--- src/rtl/pulse_stretcher.sv ---
// pulse_stretcher: stretches single-cycle event strobes into pulses with a guaranteed ON width and OFF gap
//   clk        in   clock, all state updates on posedge
//   rst_n      in   asynchronous active-low reset
//   event_i    in   request strobe, each high cycle is one event
//   ovf_clr_i  in   clears the sticky overflow flag
//   pulse_o    out  stretched output pulse (registered)
//   busy_o     out  high in ON or GAP (registered)
//   pending_o  out  queued events not yet started
//   overflow_o out  sticky, an event was dropped with the queue full
module pulse_stretcher #(
  parameter int ON_CYCLES  = 5,
  parameter int OFF_CYCLES = 5,
  parameter int CNT_W      = 3,
  parameter int PEND_W     = 3
) (
  input  logic              clk,
  input  logic              rst_n,
  input  logic              event_i,
  input  logic              ovf_clr_i,
  output logic              pulse_o,
  output logic              busy_o,
  output logic [PEND_W-1:0] pending_o,
  output logic              overflow_o
);
  typedef enum logic [1:0] {IDLE, ON, GAP} state_e;
  state_e state_q, state_d;
  logic [CNT_W-1:0] cnt_q, cnt_d;
  logic [PEND_W-1:0] pending_q, pending_d;
  logic overflow_q, overflow_d, pulse_q, pulse_d, busy_q, busy_d;
  logic cnt_zero, gap_end, has_pend, deq, start, enq, full, drop;
  assign cnt_zero = cnt_q == '0;
  assign gap_end  = state_q == GAP && cnt_zero;
  assign has_pend = pending_q != '0;
  assign deq      = gap_end && has_pend;
  // An event on the last GAP cycle with nothing queued starts the next pulse
  // directly instead of being queued into IDLE, where it would never be served.
  assign start    = event_i && (state_q == IDLE || (gap_end && !has_pend));
  assign enq      = event_i && !start;
  assign full     = pending_q == '1;
  assign drop     = enq && full && !deq;
  always_ff @(posedge clk or negedge rst_n) begin
    if (!rst_n) begin
      state_q    <= IDLE;
      cnt_q      <= '0;
      pending_q  <= '0;
      overflow_q <= 1'b0;
      pulse_q    <= 1'b0;
      busy_q     <= 1'b0;
    end else begin
      state_q    <= state_d;
      cnt_q      <= cnt_d;
      pending_q  <= pending_d;
      overflow_q <= overflow_d;
      pulse_q    <= pulse_d;
      busy_q     <= busy_d;
    end
  end
  always_comb begin
    state_d = state_q;
    cnt_d   = cnt_q;
    case (state_q)
      IDLE: begin
        state_d = start ? ON : IDLE;
        cnt_d   = start ? CNT_W'(ON_CYCLES - 1) : '0;
      end
      ON: begin
        state_d = cnt_zero ? GAP : ON;
        cnt_d   = cnt_zero ? CNT_W'(OFF_CYCLES - 1) : cnt_q - 1'b1;
      end
      GAP: begin
        state_d = !cnt_zero ? GAP : (deq || start) ? ON : IDLE;
        cnt_d   = !cnt_zero ? cnt_q - 1'b1 : (deq || start) ? CNT_W'(ON_CYCLES - 1) : '0;
      end
      default: begin
        state_d = IDLE;
        cnt_d   = '0;
      end
    endcase
  end
  always_comb begin
    pulse_d    = state_d == ON;
    busy_d     = state_d != IDLE;
    pending_d  = (enq && !deq && !full) ? pending_q + PEND_W'(1) :
                 (deq && !enq)          ? pending_q - PEND_W'(1) : pending_q;
    overflow_d = drop ? 1'b1 : ovf_clr_i ? 1'b0 : overflow_q;
  end
  assign pulse_o    = pulse_q;
  assign busy_o     = busy_q;
  assign pending_o  = pending_q;
  assign overflow_o = overflow_q;
endmodule

--- config.mk ---
export PLATFORM = sky130hd
export DESIGN_NAME = pulse_stretcher
export DESIGN_NICKNAME = d
export VERILOG_FILES = /design/src/rtl/pulse_stretcher.sv
export SDC_FILE = /design/constraint.sdc
export NUM_CORES = 1
export LEC_CHECK = 0
export BUFFER_PORTS_ARGS = -buffer_cell sky130_fd_sc_hd__buf_2
export CAP_MARGIN = 20
export CORE_MARGIN = 4
export CORE_UTILIZATION = 35
export DETAILED_ROUTE_END_ITERATION = 16
export PLACE_DENSITY = 0.64
export SLEW_MARGIN = 10
export SYNTH_ARGS = -nofsm -noshare
export SYNTH_HDL_FRONTEND = slang
export SYNTH_SLANG_ARGS = --single-unit
export TNS_END_PERCENT = 50
--- constraint.sdc ---
create_clock -name clk -period 1.7 [get_ports clk]
set_input_delay 0.085 -clock clk [delete_from_list [all_inputs] [get_ports clk]]
set_output_delay 0.085 -clock clk [all_outputs]
set_load 0.005 [all_outputs]
# After elaboration in Yosys (flattened, before gate mapping)
# Cells that the tools add are included.
[word_totals]
register_bits = 11
[classes]
n_addsub = 3
n_eq_ne = 4
n_mux = 14
reduce_logical = 23
[op_table]
columns = ["cell", "count"]
rows = [
  ["2-to-1 mux 3 bit", 6],
  ["logical AND 1 bit", 10],
  ["one-hot mux 3 bit (3 select lines)", 1],
  ["one-hot mux 2 bit (3 select lines)", 1],
  ["nonzero test 2 bit", 3],
  ["subtractor 3 x 1 -> 3 bit (second input constant)", 2],
  ["zero test 1 bit", 5],
  ["== test 2 x 1 -> 1 bit (second input constant)", 2],
  ["2-to-1 mux 1 bit", 4],
  ["2-to-1 mux 2 bit", 2],
  ["adder 3 x 1 -> 3 bit (second input constant)", 1],
  ["== test 3 bit (second input constant)", 1],
  ["zero test 3 bit", 1],
  ["nonzero test 3 bit", 1],
  ["== test 2 bit (second input constant)", 1],
  ["zero test 2 bit", 1],
  ["logical OR 1 bit", 2],
]

# Logic depth before layout (Yosys ltp)
# Gate-level depths: netlist of run 1.
[depth]
word_depth = 11
mapped_depth = 5

# Worst setup path before layout of run 1
# No wires, ideal clock.
[synth_timing]
path_kind = "flip-flop to flip-flop"
startpoint = "reg cnt_q[2]"
endpoint = "reg pending_q[1] (netlist: pending_o[1])"
setup_time_ps = 127
arrival_time_ps = 1659
t_required_ps = 1573
slack_ps = -87
path_stages_with_launch = 5
period_less_slack_ps = 1787
path_cell_list = "dfrtp_1 -> o31a_1 -> o211ai_2 -> fa_1 -> mux2_1"
[synth_via]
elab_chain_len = 10
word_cells_on_any_way = 15
[synth_lines]
columns = ["element", "line", "rtl"]
rows = [
  ["start, declared", "27", "logic [CNT_W-1:0] cnt_q, cnt_d;"],
  ["start signal, assigned", "51", "cnt_q <= cnt_d;"],
  ["zero test 3 bit *", "31", "assign cnt_zero = cnt_q == '0;"],
  ["logical AND 1 bit *", "32", "assign gap_end = state_q == GAP && cnt_zero;"],
  ["logical AND 1 bit", "37", "assign start = event_i && (state_q == IDLE || (gap_end && !has_pend));"],
  ["logical OR 1 bit", "37", ""],
  ["logical AND 1 bit", "37", ""],
  ["zero test 1 bit", "38", "assign enq = event_i && !start;"],
  ["logical AND 1 bit", "38", ""],
  ["logical AND 1 bit * (2 in a row)", "83", "pending_d = (enq && !deq && !full) ? pending_q + PEND_W'(1) :"],
  ["2-to-1 mux 3 bit *", "83", ""],
  ["via pending_d[1]", "28", "logic [PEND_W-1:0] pending_q, pending_d;"],
  ["end signal, assigned", "52", "pending_q <= pending_d;"],
  ["end, declared", "28", ""],
]
# The timed path passes the listed nets; every way through them passes the cells marked *.
# A chain may end at the register's enable or synchronous reset.

# Final worst setup path of run 1
# Same ends and word-level chain as after synthesis.

==> results of run 1 <==
==> area by class of cell <==
class | count | area, µm²
Multi-Input combinational cell | 37 | 274.0
Clock buffer | 4 | 26.28
Fill cell | 123 | 711.9
Inverter | 1 | 3.754
Timing Repair Buffer | 26 | 177.7
Sequential cell | 11 | 275.3
Tap cell | 16 | 20.02
==> power breakdown <==
group	total, µW	switching, µW	leakage [µW]	internal (µW)
sequential	467	83.4	0.000135	383
clock	179	87.9	0.0000150	90.7
combinational	855	388	0.000217	466
==> repair_timing <==
action,in CTS,in global routing
hold buffers,2,0
pin swaps,1,0
buffers inserted,4,0
setup endpoints to repair,1,3
cloned,0,0
hold endpoints to repair,12,0
resized for setup,3,0
==> through the flow <==
stage	setup TNS [ns]	total power, µW	hold slack (ns)	std cells
2_1_floorplan	-0.08652	896.6	-0.2106	50
3_3_place_gp	-0.03691	1208	-0.03068	85
3_5_place_dp	-0.1078	1243	-0.02858	85
4_1_cts	-0.03257	1505	0.1448	95
5_1_grt	-0.1289	1631	0.1422	95
6_report	-0.02640	1500	0.1420	95
==> layer usage <==
metal  part of all wire (%)  routed length [µm]  GRT usage [%]
met3                    4.0                  50          3.383
met1                     44                 547          18.75
met4                   0.64                   8          4.972
met5                      0                   0              0
met2                     51                 636          19.52
==> flip-flops by register name (all words and copies together) (netlist names) <==
register and flops:
state_q 2, busy_o 1, pending_o 3, cnt_q 3, pulse_o 1, overflow_o 1
==> critical path, delay by kind of cell (launching register included) <==
family,cells,cell delay (ns)
adder cells (fa/ha/maj),1,0.45
AO/OA/AOI/OAI,2,0.51
multiplexers,1,0.27
flip-flops,1,0.38
==> cell families after synthesis <==
logic type / Yosys count / synth area share, %
compound gates: 16 / 20.14
xor+xnor: 2 / 3.204
fa+ha+maj: 1 / 3.661
buf+inv: 2 / 1.372
flops: 11 / 50.34
mux: 2 / 3.890
simple gates: 16 / 17.39
==> Yosys cell counts (2+ instances only) <==
cell and number:
a211oi_1 3, a21oi_1 3, dfrtp_1 11, nand2_1 5
nor2b_1 3, nor3_1 2, o21ai_0 2, o22ai_1 2
xor2_1 2
==> layout by cell type (no fill, tap or decap), drive strengths merged, types with 2 or more instances in the layout <==
| cell | count |
|---|---|
| o22ai | 2 |
| dlygate4sd3 | 2 |
| dfrtp | 11 |
| nor3 | 3 |
| o21ai | 3 |
| a21oi | 3 |
| buf | 24 |
| nor2b | 3 |
| a211oi | 3 |
| nand2 | 5 |
| clkbuf | 4 |
| xor2 | 2 |
==> path summary, 6_finish.rpt <==
kind / endpoint / from / cells past startpoint / slack (ns)
max: pending_o[1] / cnt_q[2] / 4 / -0.03
min: overflow_o / event_i / 3 / 0.14
max reg2reg: pending_o[1] / cnt_q[2] / 4 / -0.03
min reg2reg: overflow_o / overflow_o / 2 / 0.52
max in group asynchronous: pending_o[1] / rst_n / 2 / 1.29
min in group asynchronous: cnt_q[0] / rst_n / 2 / 0.21
==> flow_metrics.py, run 1 <==
metrics = {
    "route": {
        "wl_per_cell_um": 13.07,
        "firstDrtPassIters": 4,
        "viasPerCell": 5.295,
        "route.detailed.drc": 0,
        "drtAntennaViolNets": 0,
        "route.final.wire_length_um": 1242,
        "drt_iter0_markers": 3,
        "vias": 503,
    },
    "yosys": {
        "synth_seq_cells": 11,
        "avgSynthCellArea_um2": 10.94,
        "synthFlopType": "dfrtp_1",
        "synth_area_leaders": "dfrtp_1 50%, a211oi_1 4.1%, fa_1 3.7%",
        "syn_inst": 50,
        "yosys.area.top_type": "dfrtp_1",
        "synth.distinct_cells": 26,
        "ys_warn_count": 0,
        "syn-cell-area_um2": 546.8,
        "synth-edff-count": 0,
        "ys_seq_area_share_pct": 50.34,
        "synth_top_area_share_pct": 50.34,
        "syn_nets": 55,
        "async_flop_share_pct": 100.0,
    },
    "final_layout": {
        "n_antenna_cell": 0,
        "layout-drive-gt1-share_pct": 41.77,
        "syn_to_final_growth_pct": 42.11,
        "fin_util_pct": 52.18,
        "final_nets": 85,
        "stdcell_area_um2": 777.0,
    },
    "setup_path": {
        "critPathMaxStageDelay_ns": 0.45,
        "arrival_ns": 1.88,
        "crit_type": "flop to flop",
        "crit_fanout": 2,
        "worst-endpoint-required_ns": 1.85,
        "worst_path_max_delay_cell": "fa_1",
        "cp-start-kind": "flop",
        "crit_chain": "o31a_1, o211ai_2, fa_1, mux2_4",
        "critPathCaptureType": "flop",
    },
    "floorplan": {
        "die_width_um": 47.53,
        "die_h_um": 47.53,
        "die-area_um2": 2259,
        "initial_utilization_pct": 36.72,
        "rows": 14,
        "core_area_um2": 1489,
        "io_pins": 10,
    },
    "sta": {
        "min_period_ns": 1.726,
        "tightest_slew_ns": 0.2845,
        "hold_viol_final": 0,
        "timing.final.ws_setup_ns": -0.02640,
        "rsz0062_at_grt": "yes",
        "fin_skew_ns": 0.002857,
        "final-setup-viol-count": 1,
        "slew_headroom_pct": 80.92,
        "fin_crit_sh_pct": 101.6,
        "slew_viol_final": 0,
        "fmax_ghz": 0.5792,
    },
    "pwr": {
        "vdd_drop_max_mv": 0.8643,
        "p_leak_uw": 0.0003666,
        "power-per-cell-area_nw_per_um2": 1930,
    },
    "place": {
        "dpl_worst_slack_ns": -0.1078,
        "io_buffers": 9,
        "gp_congestion": 0.7635,
        "postPlaceCellArea_um2": 690.7,
        "place_hpwl_um": 882.9,
    },
    "clocking": {
        "insertion_delay_ns": 0.26,
        "clock_path_buffers": 2,
        "numClockSinks": 11,
        "htree_levels": 1,
        "cts-buffers-inserted": 3,
        "tritoncts": "done",
        "clk_pin_slew_ns": 0.07,
        "cts-root-buf": "clkbuf_4",
    },
    "global_route": {
        "grt_usage_pct": 13.30,
        "grt_max_degree": 12,
        "gr-total-overflow": 0,
        "grt_pass1_wl_um": 2090,
        "antenna_found_initial": 0,
        "grt_pass1_vias": 464,
    },
    "run_status": {
        "status": "complete, but fails checks",
        "violations": "negative setup slack",
    },
    "job": {
        "cap_violations": 0,
    },
    "min_path": {
        "hold_path_class": "input pin to flop",
    },
}
No activity file was read; power rests on OpenSTA's default activity.
==> inputs of run 2 (changes only) <==
- MAX_ROUTING_LAYER: not set -> met4
==> run 2 against run 1 <==
Effect of this change:
- the run still ends with negative setup slack left
- sequential share of layout area unchanged
- hold slack got worse by 0.0052 ns
- sequential power about the same
- combinational power about the same
- cell count unchanged
- fmax decreased by 0.16%
- clock-buffer cell count unchanged
- clock skew increased by 0.0021 ns
- first-iteration DRC count unchanged
- power increased by 0.29%
- register-to-register slack about the same
==> flow_metrics.py, run 2 (synthesis gave the netlist of run 1 again) <==
metrics = {
    "clocking": {
        "cts-buffers-inserted": 3,
        "cts-root-buf": "clkbuf_4",
        "insertion_delay_ns": 0.27,
        "tritoncts": "done",
        "numClockSinks": 11,
        "htree_levels": 1,
        "clk_pin_slew_ns": 0.07,
        "clock_path_buffers": 2,
    },
    "setup_path": {
        "critPathCaptureType": "flop",
        "arrival_ns": 1.88,
        "crit_type": "flop to flop",
        "r2r_end": "pending_o[1]",
        "cp-start-kind": "flop",
        "worstReg2RegStart": "cnt_q[2]",
        "crit_fanout": 2,
        "worst-endpoint-required_ns": 1.86,
        "r2r_cells": 4,
        "regToRegSetupSlack_ns": -0.03,
    },
    "route": {
        "route.final.wire_length_um": 1250,
        "route.detailed.drc": 0,
        "wl_per_cell_um": 13.16,
        "viasPerCell": 5.253,
        "drtAntennaViolNets": 0,
        "vias": 499,
        "firstDrtPassIters": 4,
        "drt_iter0_markers": 3,
    },
    "sta": {
        "min_period_ns": 1.729,
        "slew_viol_final": 0,
        "fin_hold_ws_ns": 0.1368,
        "tightest_slew_ns": 0.2844,
        "rsz0062_at_grt": "yes",
        "timing.final.ws_setup_ns": -0.02920,
        "hold_viol_final": 0,
        "fin_skew_ns": 0.004977,
        "fin_crit_sh_pct": 101.7,
        "slew_headroom_pct": 80.93,
        "final-setup-viol-count": 1,
        "fmax_ghz": 0.5783,
    },
    "floorplan": {
        "io_pins": 10,
        "rows": 14,
        "initial_utilization_pct": 36.72,
        "die_width_um": 47.53,
        "die_h_um": 47.53,
        "die-area_um2": 2259,
        "core_area_um2": 1489,
    },
    "run_status": {
        "violations": "negative setup slack",
        "status": "complete, but fails checks",
    },
    "pwr": {
        "p_leak_uw": 0.0003666,
        "seq_power_share_pct": 31.0,
        "p_switching_uw": 563.7,
        "power-per-cell-area_nw_per_um2": 1936,
        "pwr-share-clk_pct": 12.2,
        "swShare_pct": 37.48,
        "p_int_uw": 940.4,
        "vdd_drop_max_mv": 0.8645,
        "share_comb_of_total_power_pct": 56.8,
    },
    "place": {
        "io_buffers": 9,
        "gp_congestion": 0.7736,
        "postPlaceCellArea_um2": 690.7,
        "dp_cells": 85,
        "dpl_worst_slack_ns": -0.1078,
        "place_hpwl_um": 882.9,
    },
    "final_layout": {
        "n_antenna_cell": 0,
        "final_common_cell": "buf_4",
        "fin_util_pct": 52.18,
        "layout-drive-gt1-share_pct": 41.77,
        "syn_to_final_growth_pct": 42.11,
        "final_nets": 85,
        "layout_common_cells": "15 x buf_4, 11 x dfrtp_1, 9 x buf_2, 4 x nand2_1",
        "final-instance-count-excl-fill": 95,
        "stdcell_area_um2": 777.0,
    },
    "global_route": {
        "antenna_found_initial": 0,
        "grt_usage_pct": 13.73,
        "grt_pass1_vias": 467,
        "grt_pass1_wl_um": 2083,
        "grt_max_degree": 12,
        "gr-total-overflow": 0,
    },
    "min_path": {
        "hold_depth": 3,
        "hp-start": "event_i",
        "min_to": "overflow_o",
        "hold_path_class": "input pin to flop",
    },
    "job": {
        "cap_violations": 0,
    },
}
[run 2: cell counts in the layout (fill, tap and decap cells not counted)]
No cell type changed its count.
[run 2: repair_timing]
item,in CTS,in global routing
gates cloned,0,0
resized for setup,3,0
hold buffers,2,0
buffers inserted,4,0
endpoints found under the setup margin,1,3
pin swaps,1,0
endpoints found under the hold margin,12,0
[run 2: layout make-up]
cell class                      count  area [µm²]
Clock buffer                        4       26.28
Fill cell                         123       711.9
Inverter                            1       3.754
Multi-Input combinational cell     37       274.0
Sequential cell                    11       275.3
Tap cell                           16       20.02
Timing Repair Buffer               26       177.7
[run 2: worst max-delay path by stage]
stage	from	endpoint	slack (ns)	depth (start not counted)
floorplan	cnt_q[2]	pending_o[1]	-0.09	4
global placement	cnt_q[2]	pending_o[1]	-0.04	5
detailed placement	cnt_q[1]	pending_o[1]	-0.11	4
CTS	cnt_q[2]	pending_o[1]	-0.03	4
global route	cnt_q[2]	pending_o[1]	-0.11	4
finish	cnt_q[2]	pending_o[1]	-0.03	4
[run 2: worst max-delay path, stage by stage, from the launching register on]
cell and delay, ns:
dfrtp_1 0.38, o31a_1 0.32, o211ai_2 0.19, fa_1 0.45, mux2_4 0.27
[run 2: metal layers]
layer / track usage [%] / up-vias / wire [µm]
met5: - / - / 0
met4: 4.972 / 0 / 16
met3: 3.383 / 4 / 41
met2: 19.52 / 10 / 633
met1: 18.75 / 241 / 560
li1: - / 244 / -
[run 2: stage by stage]
stage / setup TNS (ns) / power (µW)
after floorplan: -0.08652 / 896.6
after global placement: -0.03691 / 1208
after detailed placement: -0.1078 / 1243
after CTS: -0.03257 / 1505
after global routing: -0.1289 / 1631
final: -0.02920 / 1504
[run 2: power groups by stage]
stage	clock network, µW	registers [µW]	logic (µW)
after detailed placement	0	485	758
after floorplan	0	508	388
after CTS	186	467	852
final	184	466	854
after global placement	0	481	727
after global routing	199	486	947
